[src/rtl/adc_spi_reader_pkg.sv]
// Shared definitions for the ADC serial link: receive FSM states and default frame geometry.
// The sample-processing block reuses the frame constants.
package adc_spi_reader_pkg;

  typedef enum logic [2:0] {
    IDLE,
    ARM,
    SHIFT,
    DONE,
    GAP
  } adc_state_t;

  localparam int ADC_FRAME_BITS = 16;
  localparam int ADC_DATA_BITS  = 12;

endpackage

[src/rtl/adc_spi_reader_sclk_edge_detect.sv]
// Single-cycle rise/fall strobes for the divided serial clock.
// sclk_in is already synchronous to clknexys, so one register is enough.
module sclk_edge_detect (
  input  logic clknexys,
  input  logic rst,
  input  logic sclk_in,
  output logic rise,
  output logic fall
);

  logic sclk_d;

  always_ff @(posedge clknexys or negedge rst) begin
    if (!rst) begin
      sclk_d <= 1'b0;
    end else begin
      sclk_d <= sclk_in;
    end
  end

  assign rise = sclk_in & ~sclk_d;
  assign fall = ~sclk_in & sclk_d;

endmodule

[src/rtl/adc_spi_reader.sv]
// Serial receive engine for the ADC: gates SCLK with chip select, shifts in one frame
// per conversion and presents the low DATA_BITS as a sample with a one-cycle strobe.
module adc_spi_reader
  import adc_spi_reader_pkg::*;
#(
  parameter int FRAME_BITS = ADC_FRAME_BITS,
  parameter int DATA_BITS  = ADC_DATA_BITS,
  parameter int GAP_TICKS  = 2
) (
  input  logic                 clknexys,
  input  logic                 rst,
  input  logic                 sclk_in,
  input  logic                 start,
  input  logic                 sdata,
  output logic                 cs_n,
  output logic                 sclk_out,
  output logic [DATA_BITS-1:0] sample,
  output logic                 sample_valid,
  output logic                 busy
);

  localparam int BIT_W = $clog2(FRAME_BITS);
  localparam int GAP_W = $clog2(GAP_TICKS + 1);

  adc_state_t             state;
  adc_state_t             state_next;
  logic                   rise;
  logic                   fall;
  logic [BIT_W-1:0]       bit_cnt;
  logic [GAP_W-1:0]       gap_cnt;
  logic [FRAME_BITS-1:0]  shreg;
  logic [FRAME_BITS-1:0]  shreg_next;
  logic                   last_bit;
  logic                   gap_end;

  sclk_edge_detect u_edge (
    .clknexys (clknexys),
    .rst      (rst),
    .sclk_in  (sclk_in),
    .rise     (rise),
    .fall     (fall)
  );

  // Leading bits of the frame simply fall off the top of the shift register.
  assign shreg_next = FRAME_BITS'({shreg, sdata});
  assign last_bit   = rise && (bit_cnt == BIT_W'(FRAME_BITS - 1));
  assign gap_end    = fall && (gap_cnt == GAP_W'(GAP_TICKS - 1));
  assign sclk_out   = sclk_in | cs_n;

  always_ff @(posedge clknexys or negedge rst) begin
    if (!rst) begin
      state <= IDLE;
    end else begin
      state <= state_next;
    end
  end

  always_comb begin
    state_next = state;
    unique case (state)
      IDLE:    if (start)    state_next = ARM;
      ARM:     if (fall)     state_next = SHIFT;
      SHIFT:   if (last_bit) state_next = DONE;
      DONE:                  state_next = GAP;
      GAP:     if (gap_end)  state_next = IDLE;
      default:               state_next = IDLE;
    endcase
  end

  // Sample and cs_n are loaded on the last rise so both change in the strobe cycle,
  // which keeps cs_n high before the following SCLK fall even at divide-by-2.
  always_ff @(posedge clknexys or negedge rst) begin
    if (!rst) begin
      cs_n    <= 1'b1;
      bit_cnt <= '0;
      gap_cnt <= '0;
      shreg   <= '0;
      sample  <= '0;
    end else begin
      unique case (state)
        ARM: begin
          if (fall) begin
            cs_n    <= 1'b0;
            bit_cnt <= '0;
          end
        end
        SHIFT: begin
          if (rise) begin
            shreg <= shreg_next;
            if (last_bit) begin
              sample <= shreg_next[DATA_BITS-1:0];
              cs_n   <= 1'b1;
            end else begin
              bit_cnt <= bit_cnt + BIT_W'(1);
            end
          end
        end
        DONE: begin
          gap_cnt <= '0;
        end
        GAP: begin
          if (fall) begin
            gap_cnt <= gap_cnt + GAP_W'(1);
          end
        end
        default: begin
        end
      endcase
    end
  end

  always_comb begin
    sample_valid = (state == DONE);
    busy         = (state != IDLE);
  end

endmodule

[config.mk]
export PLATFORM = sky130hd
export DESIGN_NAME = adc_spi_reader
export DESIGN_NICKNAME = d
export VERILOG_FILES = /design/src/rtl/adc_spi_reader_pkg.sv /design/src/rtl/adc_spi_reader_sclk_edge_detect.sv /design/src/rtl/adc_spi_reader.sv
export SDC_FILE = /design/constraint.sdc
export NUM_CORES = 1
export LEC_CHECK = 0
export ABC_AREA = 1
export CAP_MARGIN = 20
export CORE_ASPECT_RATIO = 0.75
export CORE_MARGIN = 2
export CORE_UTILIZATION = 50
export CTS_CLUSTER_SIZE = 14
export DETAILED_ROUTE_END_ITERATION = 6
export PLACE_DENSITY = 0.73
export REMOVE_ABC_BUFFERS = 1
export SLEW_MARGIN = 25
export SYNTH_ARGS = -nofsm -noshare
export SYNTH_HDL_FRONTEND = slang
export SYNTH_SLANG_ARGS = --single-unit
[constraint.sdc]
create_clock -name clknexys -period 2.5 [get_ports clknexys]
set_input_delay 0.25 -clock clknexys [delete_from_list [all_inputs] [get_ports clknexys]]
set_output_delay 0.25 -clock clknexys [all_outputs]
set_load 0.02 [all_outputs]
* Word-level counts from Yosys, hierarchy flattened *
Index checks and enable logic that the tools add are counted.

word-level totals
  register bits = 34
  input bits = 5
  output and inout port bits = 16
  word-level logic and storage cells = 54

operators by class
  add/subtract/negate cells = 2
  eq/ne operators = 13
  muxes and demuxes = 15
  bitwise gates (word level) = 5
  reduce and logical (&&, ||, !) cells = 12

operators with widths
  kind                 number
  $pmux 3 s5           1
  $ne 2x2->1 const B   7
  $mux 3               4
  $mux 4               3
  $reduce_and 4->1     3
  $pmux 4 s2           1
  $eq 3x2->1 const B   2
  $add 4x1->4 const B  1
  $eq 4x4->1 const B   1
  $pmux 2 s2           1
  $reduce_and 2->1     2
  $reduce_bool 2->1    2
  $eq 3x1->1 const B   1
  $eq 3x3->1 const B   1
  $logic_not 3->1      1
  $mux 1               3
  $reduce_and 3->1     1
  $reduce_bool 3->1    1
  $add 2x1->2 const B  1
  $and 1x1->1          2
  $eq 2x1->1 const B   1
  $logic_and 1x1->1    2
  $mux 2               1
  $not 1->1            2
  other kinds (2)      2

* Longest topological paths before layout *
Gate-level depths: netlist (run 1).

  depth in word-level cells = 6
  depth in mapped cells = 8
  mapped depth without buffers = 8

* Hierarchy *
From an unflattened synthesis (run 1), not the netlist that was laid out.

unflattened totals
  cells, all modules = 182
  area total of the unflattened synthesis = 1629.1 µm²

by module, submodules not included
  module            times used  cells each  area each (µm²)  seq. area each (µm²)
  adc_spi_reader    1           177         1589.0           827.0
  sclk_edge_detect  1           5           40.0             25.0

* Least setup slack after synthesis (run 1) *
OpenSTA, ideal clock, no wires.

  path type = register -> register
  start point = reg state[2]
  end point = reg gap_cnt[0]
  setup time = 0.127 ns
  arrival time = 1.327 ns
  required time = 2.373 ns
  path slack = 1.047 ns
  cell stages (with the launch flop) = 5
  path buffers = 0
  period minus slack after synthesis = 1.453 ns
  cells stage by stage = dfrtp_1 -> nor3_1 -> nor2_1 -> nand2_1 -> o21ai_0

on the way
  longest elaborated chain between the ends = 3
  elaborated cells between the ends (all ways) = 6
  classes of those cells = 3 x eq/ne; 1 x mux; 2 x reduce/logical

RTL lines
  item                                RTL line               text
  from (decl)                         adc_spi_reader.sv:25   adc_state_t state;
  from (signal assigned)              adc_spi_reader.sv:54   state <= state_next;
  $eq 3x2->1 *                        -
  net sample_valid                    adc_spi_reader.sv:18   output logic sample_valid,
  $reduce_bool 2->1 (no source line)  -
  $reduce_and 2->1 (no source line)   -
  to (signal assigned)                adc_spi_reader.sv:103  gap_cnt <= gap_cnt + GAP_W'(1);
  to (decl)                           adc_spi_reader.sv:30   logic [GAP_W-1:0] gap_cnt;

Mark *: on every way through the listed nets, which the timed path passes. The rest lies on a longest branch.
A chain may end at the register's enable or synchronous reset.

* Worst setup path after layout (run 1) *
  start point = reg state[2]
  end point = out sample_valid

on the way
  longest elaborated chain between the ends = 1

RTL lines
  item        RTL line               text
  $eq 3x2->1  adc_spi_reader.sv:113  sample_valid = (state == DONE);
  to (decl)   adc_spi_reader.sv:18

Every way passes these cells.

==> results.md, run 1 <==
## Drt
* 4.88 — detail-routed via count per cell
* 4 — Pre-antenna DRT Iters
* 127 um — total met3 wirelength after detailed routing
* 1104 — routed vias
* 2680 um — routed wire length
* 0 — DRT antenna net count
* 1240 um — met1 layer wirelength in the final routing
* 11.9 um — wire per inst
* 57 — iteration-0 DRC count of the detailed router
* 1260 um — met2 wire length
* met4 — Top Layer Used
* 0 — number of remaining DRC errors

## Timing
* 0.00600 ns — post-route clock skew
* 2.02 ns — minimum clock period
* 0.425 ns — worst-margin pin slew
* 0 — fin. max-slew vios
* 80.8% — final clock period utilization by the worst path
* 0.495 GHz — Max Freq
* 0 ns — final-layout setup total negative slack
* 71.7% — worst slew margin relative to its limit
* 0 — number of endpoints failing setup at the final stage
* 0 — final hold vios
* no — setup repair after global routing missed its margin

## Layout
* 0 — number of diodes added for antenna fixing
* 0.00189 sq mm — Final Cell Area
* 24.5% — share of post-route cells with drive strength above 1
* 194 — Final nets
* sky130_fd_sc_hd__nand2_1, sky130_fd_sc_hd__dfrtp_1, sky130_fd_sc_hd__o21ai_2, sky130_fd_sc_hd__clkdlybuf4s50_1, sky130_fd_sc_hd__inv_1 — top library cells by usage in the layout, fill and taps aside
* sky130_fd_sc_hd__nand2_1 — most frequent standard cell in the layout excluding fill and tap cells
* 852 sq um — storage element area
* 617 sq um — multi-input logic area
* 264 — fill count
* 19.2% — Layout Area Growth over Synthesis
* 226 — Final Non-Filler Cells

## CTS
* 34 — sinks on the clock net
* 0 — post-cts gate resize count
* 0 — setup fix buffers added after clock tree synthesis
* 2 — maximum number of buffers from clock root to sink
* 0.29 ns — source-to-sink clock delay at the later pin of the worst-skew pair
* 0 — count of hold-fix buffers inserted at cts
* 2 — H-tree lvl count
* 5 — CTS buffer count
* 0.07 ns — Clk pin slew, worst setup/hold paths
* done — clock tree from TritonCTS
* sky130_fd_sc_hd__clkbuf_8 — root buffer cell

## Worst setup path
* cs_n$_DFFE_PN1P_ — destination of the worst register-to-register timing path
* 8 — R2R depth
* 5 — CP Max Fanout
* 1.00 ns — reg-to-reg slack, setup
* flop — element type at the critical path start
* 1.77 ns — worst path arrival time
* flop to primary output — category of the critical setup timing path
* state[0]$_DFFE_PN0P_ — r2r startpoint
* state[2]$_DFFE_PN0P_ — Worst Setup SP
* 2.25 ns — data required time at the worst endpoint
* primary output — kind of end point of the critical path

## GRT
* 0 — Congestion Overflow GR
* 1095 — number of global-route vias before repair
* 0 — initial antenna violation count
* 35 — largest net degree at the start of global routing
* 17.3% — GRT Resource Usage Total
* 4700 um — first-pass GRT wire length

## Logic synthesis
* 34 — number of synthesized register bits
* 53.6% — fraction of the yosys area taken by sequential cells
* 0.00159 sq mm — synthesized cell area
* 9.75 sq um — mean post-synth cell area
* 0.551% — fraction of synthesized cell area in xor and xnor cells
* 0 — Ys Warns
* 163 — Gate Count Post-Synth
* 52.0% — fraction of synthesized cell area taken by the top area cell type
* 0% — post-synthesis mux area share
* sky130_fd_sc_hd__dfrtp_1, sky130_fd_sc_hd__o21ai_2, sky130_fd_sc_hd__nand2_1 — ranking of synthesized cells by area
* simple AND/OR/NAND/NOR gates — dominant combinational cell family by area after synthesis
* 21.7% — simple logic cell fraction of the synthesized area
* 15.0% — share of the synthesized area in compound gates (AO/OA/AOI/OAI)
* 1.57% — area share of fa/ha/maj cells after synthesis
* 21 — number of library cell types mapped by synthesis
* sky130_fd_sc_hd__dfrtp_1 — cell accounting for the most synthesized area

## Placement
* 1860 um — dpl hpwl
* 0.820 — placer congestion estimate
* 218 — Cells after DPL
* 0.00180 sq mm — area post-placement
* 20 — count of buffers inserted at the top-level ports

## Status
* finished clean — status

## Floorplan
* 0.00298 sq mm — area of the core
* 0.00365 sq mm — area enclosed by the die boundary
* 69.1 um — overall die width
* 53.4% — effective utilization at floorplan
* 52.8 um — vertical die dimension
* 21 — I/O Pins
* 17 — number of placement rows

## Pwr
* 27.0% — fraction of power consumed by the clock network
* 35.7% — switching portion of total power
* 824 mW/mm^2 — Cell Pwr Density
* 0.874 nW — leakage power
* 376 uV — maximum ir drop on the vdd rail
* 0.556 mW — net load switching power
* 28.8% — combinational share of power
* 44.2% — register share of total power
* 1.00 mW — cell internal pwr

## Hold path
* primary input to asynchronous set/reset pin — Hold Path Class

## Run
* 0 — count of max-cap constraint violations

[registers in the layout (all words and copies together), names as in the netlist]
| register | flops |
|---|---|
| sample | 12 |
| shreg | 11 |
| bit_cnt | 4 |
| cs_n | 1 |
| state | 3 |
| u_edge.sclk_d | 1 |
| gap_cnt | 2 |
[power by group through the flow]
stage	registers, mW	logic [mW]	clock network [mW]
CTS	0.689	0.455	0.428
finish	0.690	0.449	0.421
global route	0.700	0.509	0.458
global placement	0.693	0.434	0
floorplan	0.685	0.336	0
detailed placement	0.699	0.450	0
[cells in the mapped netlist (all sizes together)]
master  instances
a21oi           1
buf             4
dfrtp          33
dfstp           1
ha              2
inv            20
nand2          47
nand3           8
nor2           10
nor3            2
o21ai          30
or2             4
xor2            1
[area by class of cell]
type / count / area share [%]
multi-input cells: 105 / 32.6
clock inverters: 2 / 0.661
flip-flops and latches: 34 / 45.0
repair buffers: 21 / 11.0
inverters: 20 / 3.96
clock buffers: 6 / 4.36
well taps: 38 / 2.51
[how the worst max path moves through the flow]
stage                                  end  slack [ns]
floorplan           gap_cnt[0]$_DFFE_PN0P_        1.05
global placement                  sclk_out        0.63
detailed placement                sclk_out        0.61
CTS                           sample_valid        0.47
global route                  sample_valid        0.37
finish                        sample_valid        0.48
[per-stage QoR]
step	worst slack, ns	util [%]	total power [mW]	hold slack, ns
floorplan	1.05	-	1.02	-0.0456
global placement	0.629	60.4	1.13	0.459
detailed placement	0.611	60.4	1.15	0.465
CTS	0.475	63.6	1.57	0.381
global route	0.369	63.6	1.67	0.410
finish	0.479	63.6	1.56	0.365
[kinds of logic after synthesis]
logic type | Yosys count
buffers and inverters | 24
AOI/OAI and AO/OA | 31
DFF | 34
xor gates and xnor gates | 1
and+or+nand+nor | 71
adders and majority gates | 2
[per-layer routing]
layer | vias to the layer above | GRT usage (%)
li1 | 562 | -
met1 | 518 | 19.4
met2 | 17 | 30.1
met3 | 7 | 5.58
met4 | 0 | 8.82
met5 | - | 0
[worst max-delay path, stage by stage (launching register included)]
cell and delay, ns:
sky130_fd_sc_hd__dfrtp_1 0.47, sky130_fd_sc_hd__nor3_1 0.34, sky130_fd_sc_hd__clkdlybuf4s50_1 0.67
Note: power is estimated with default switching activity, not from simulation.
==> run 2, diff against run 1 <==
Clock period 2.5 ns to 1.95 ns, I/O delays scaled along.
==> results.md, run 2 (synthesis results as in run 1) <==
## Worst setup path
* 1.75 ns — data required time at the worst endpoint, was 2.25 ns
* buffers and inverters — CP top delay family, unchanged
* 8 — R2R depth, unchanged
* 3 — CP Max Fanout, was 5
* 0.59 ns — delay contributed by the slowest stage of the critical path, was 0.67 ns
* or2_2, clkdlybuf4s50_1 — list of cells traversed by the critical path, was nor3_1, clkdlybuf4s50_1
* flop to primary output — category of the critical setup timing path, unchanged
* flop — element type at the critical path start, unchanged
* 1 — worst path buffer plus inverter count, unchanged
* primary output — kind of end point of the critical path, unchanged
* sky130_fd_sc_hd__clkdlybuf4s50_1 — slowest library cell on the worst path, unchanged
* 1.54 ns — worst path arrival time, was 1.77 ns
* 2 — Stages on worst setup path, unchanged

## GRT
* 0 — Congestion Overflow GR, unchanged
* 5010 um — first-pass GRT wire length, was 4700 um
* 18.1% — GRT Resource Usage Total, was 17.3%
* 31.6% — met2 Usage GRT, was 30.1%
* 1155 — number of global-route vias before repair, was 1095
* 0 — initial antenna violation count, unchanged
* 35 — largest net degree at the start of global routing, unchanged
* met2 — busiest grt layer, unchanged
* 4.62% — global-route track usage on met3, was 5.58%
* 21.6% — global-route met1 utilization, was 19.4%

## Timing
* 0 — final hold vios, unchanged
* 89.2% — final clock period utilization by the worst path
* 0.00673 ns — post-route clock skew, was 0.00600 ns
* 72.4% — worst slew margin relative to its limit, was 71.7%
* 0 — fin. max-slew vios, unchanged
* 0 — number of endpoints failing setup at the final stage, unchanged
* 0.211 ns — worst path setup slack after routing, was 0.479 ns
* 0 ns — final-layout setup total negative slack, unchanged
* 0.575 GHz — Max Freq
* no — setup repair after global routing missed its margin, unchanged
* 0.415 ns — worst-margin pin slew, was 0.425 ns
* 1.74 ns — minimum clock period

## Floorplan
* 21 — I/O Pins, unchanged
* 69.1 um — overall die width, unchanged
* 53.4% — effective utilization at floorplan, unchanged
* 0.00365 sq mm — area enclosed by the die boundary, unchanged
* 0.00298 sq mm — area of the core, unchanged
* 52.8 um — vertical die dimension, unchanged
* 17 — number of placement rows, unchanged

## Drt
* 1137 — routed vias, was 1104
* 56 — iteration-0 DRC count of the detailed router, was 57
* 2820 um — routed wire length, was 2680 um
* 5.01 — detail-routed via count per cell, was 4.88
* 0 — number of remaining DRC errors, unchanged
* 4 — Pre-antenna DRT Iters, unchanged
* 12.4 um — wire per inst, was 11.9 um
* 0 — DRT antenna net count, unchanged

## Layout
* 24.9% — share of post-route cells with drive strength above 1, was 24.5%
* 0 — number of diodes added for antenna fixing, unchanged
* 195 — Final nets, was 194
* 12 — flip-flop count of the largest register after layout, unchanged
* 22.6% — Layout Area Growth over Synthesis, was 19.2%
* sky130_fd_sc_hd__nand2_1, sky130_fd_sc_hd__dfrtp_1, sky130_fd_sc_hd__o21ai_2, sky130_fd_sc_hd__inv_1, sky130_fd_sc_hd__clkdlybuf4s50_1 — top library cells by usage in the layout, fill and taps aside, was sky130_fd_sc_hd__nand2_1, sky130_fd_sc_hd__dfrtp_1, sky130_fd_sc_hd__o21ai_2, sky130_fd_sc_hd__clkdlybuf4s50_1, sky130_fd_sc_hd__inv_1
* sky130_fd_sc_hd__nand2_1 — most frequent standard cell in the layout excluding fill and tap cells, unchanged
* sample x12, shreg x11, bit_cnt x4 — largest registers, unchanged
* sample — largest register by flop count, unchanged

## CTS
* done — clock tree from TritonCTS, unchanged
* 0 — setup fix buffers added after clock tree synthesis, unchanged
* sky130_fd_sc_hd__clkbuf_8 — root buffer cell, unchanged
* 2 — H-tree lvl count, unchanged
* 5 — CTS buffer count, unchanged
* 0.07 ns — Clk pin slew, worst setup/hold paths, about the same
* 2 — maximum number of buffers from clock root to sink, unchanged
* 34 — sinks on the clock net, unchanged
* 0.28 ns — source-to-sink clock delay at the later pin of the worst-skew pair, was 0.29 ns

## Placement
* 20 — count of buffers inserted at the top-level ports, unchanged
* 2000 um — dpl hpwl, was 1860 um
* 0.872 — placer congestion estimate, was 0.820
* 0.272 ns — worst slack, placed, was 0.611 ns

## Pwr
* 515 uV — maximum ir drop on the vdd rail, was 376 uV
* 0.907 nW — leakage power, was 0.874 nW
* 2.26 mW — Design Power, was 1.56 mW
* 1160 mW/mm^2 — Cell Pwr Density, was 824 mW/mm^2

## Run
* 0 — count of max-cap constraint violations, unchanged

## Status
* finished clean — status, unchanged

## Hold path
* primary input to asynchronous set/reset pin — Hold Path Class, unchanged

run 2: cell types whose count changed in the layout (fill, tap and decap cells not counted), sizes merged:
cell,change
clkinvlp,-1
clkdlybuf4s50,-1
dlygate4sd2,+1
bufinv,+2
buf,+1
clkinv,-1
run 2: worst paths after layout:
| kind | end | from | slack, ns |
|---|---|---|---|
| setup / recovery | sclk_out | cs_n$_DFFE_PN1P_ | 0.21 |
| hold / removal | shreg[0]$_DFFE_PN0P_ | rst | 0.31 |
| setup reg to reg | cs_n$_DFFE_PN1P_ | state[0]$_DFFE_PN0P_ | 0.43 |
| hold reg to reg | shreg[4]$_DFFE_PN0P_ | shreg[4]$_DFFE_PN0P_ | 0.48 |
| max in group asynchronous | cs_n$_DFFE_PN1P_ | rst | 1.31 |
| min in group clknexys | shreg[4]$_DFFE_PN0P_ | shreg[4]$_DFFE_PN0P_ | 0.48 |
run 2: area by class of cell:
type / instances / area [sq um]
fill: 248 / 1030
sequential: 34 / 852
multi-input combinational: 105 / 617
timing repair buffer: 22 / 214
clock buffer: 6 / 82.6
inverter: 20 / 75.1
clock inverter: 2 / 60.1
tap: 38 / 47.5
run 2: power by group:
part           switching (mW)  internal, mW  total, mW  leakage [nW]
sequential             0.0873         0.798      0.885         0.462
clock                   0.250         0.545      0.795        0.0714
combinational           0.377         0.202      0.579         0.374
run 2: worst reg2reg max path, cell delays in order, from the launching register on:
cell	delay [ns]
sky130_fd_sc_hd__dfrtp_1	0.41
sky130_fd_sc_hd__inv_2	0.09
sky130_fd_sc_hd__nand2_2	0.07
sky130_fd_sc_hd__nor2_4	0.22
sky130_fd_sc_hd__nand3_4	0.33
sky130_fd_sc_hd__nand2_1	0.15
sky130_fd_sc_hd__nand2_1	0.07
sky130_fd_sc_hd__nand2_1	0.06
sky130_fd_sc_hd__nand2_1	0.05
run 2: metal layers:
layer  wire length, um  part of all wire, %
met4                42                  1.5
met2              1350                   48
met1              1320                   47
met3               100                  3.6
met5                 0                    0
run 2: stage by stage:
stage	util [%]	instance area [sq um]	std cells	hold slack, ns
2_1_floorplan	-	1540	159	-0.101
3_3_place_gp	60.7	1810	219	0.465
3_5_place_dp	60.7	1810	219	0.468
4_1_cts	65.4	1950	227	0.319
5_1_grt	65.4	1950	227	0.333
6_report	65.4	1950	227	0.308
run 2: timing repair:
| action | in CTS | in global routing |
|---|---|---|
| resized for setup | 1 | 0 |
| endpoints found under the setup margin | 1 | 0 |
| hold buffers | 0 | 0 |
==> run 3, diff against run 2 <==
Settings changed: HOLD_SLACK_MARGIN set to 0.05.
==> results of run 3 <==
Same layout as run 2: the final DEF is identical, and so are final timing and power.
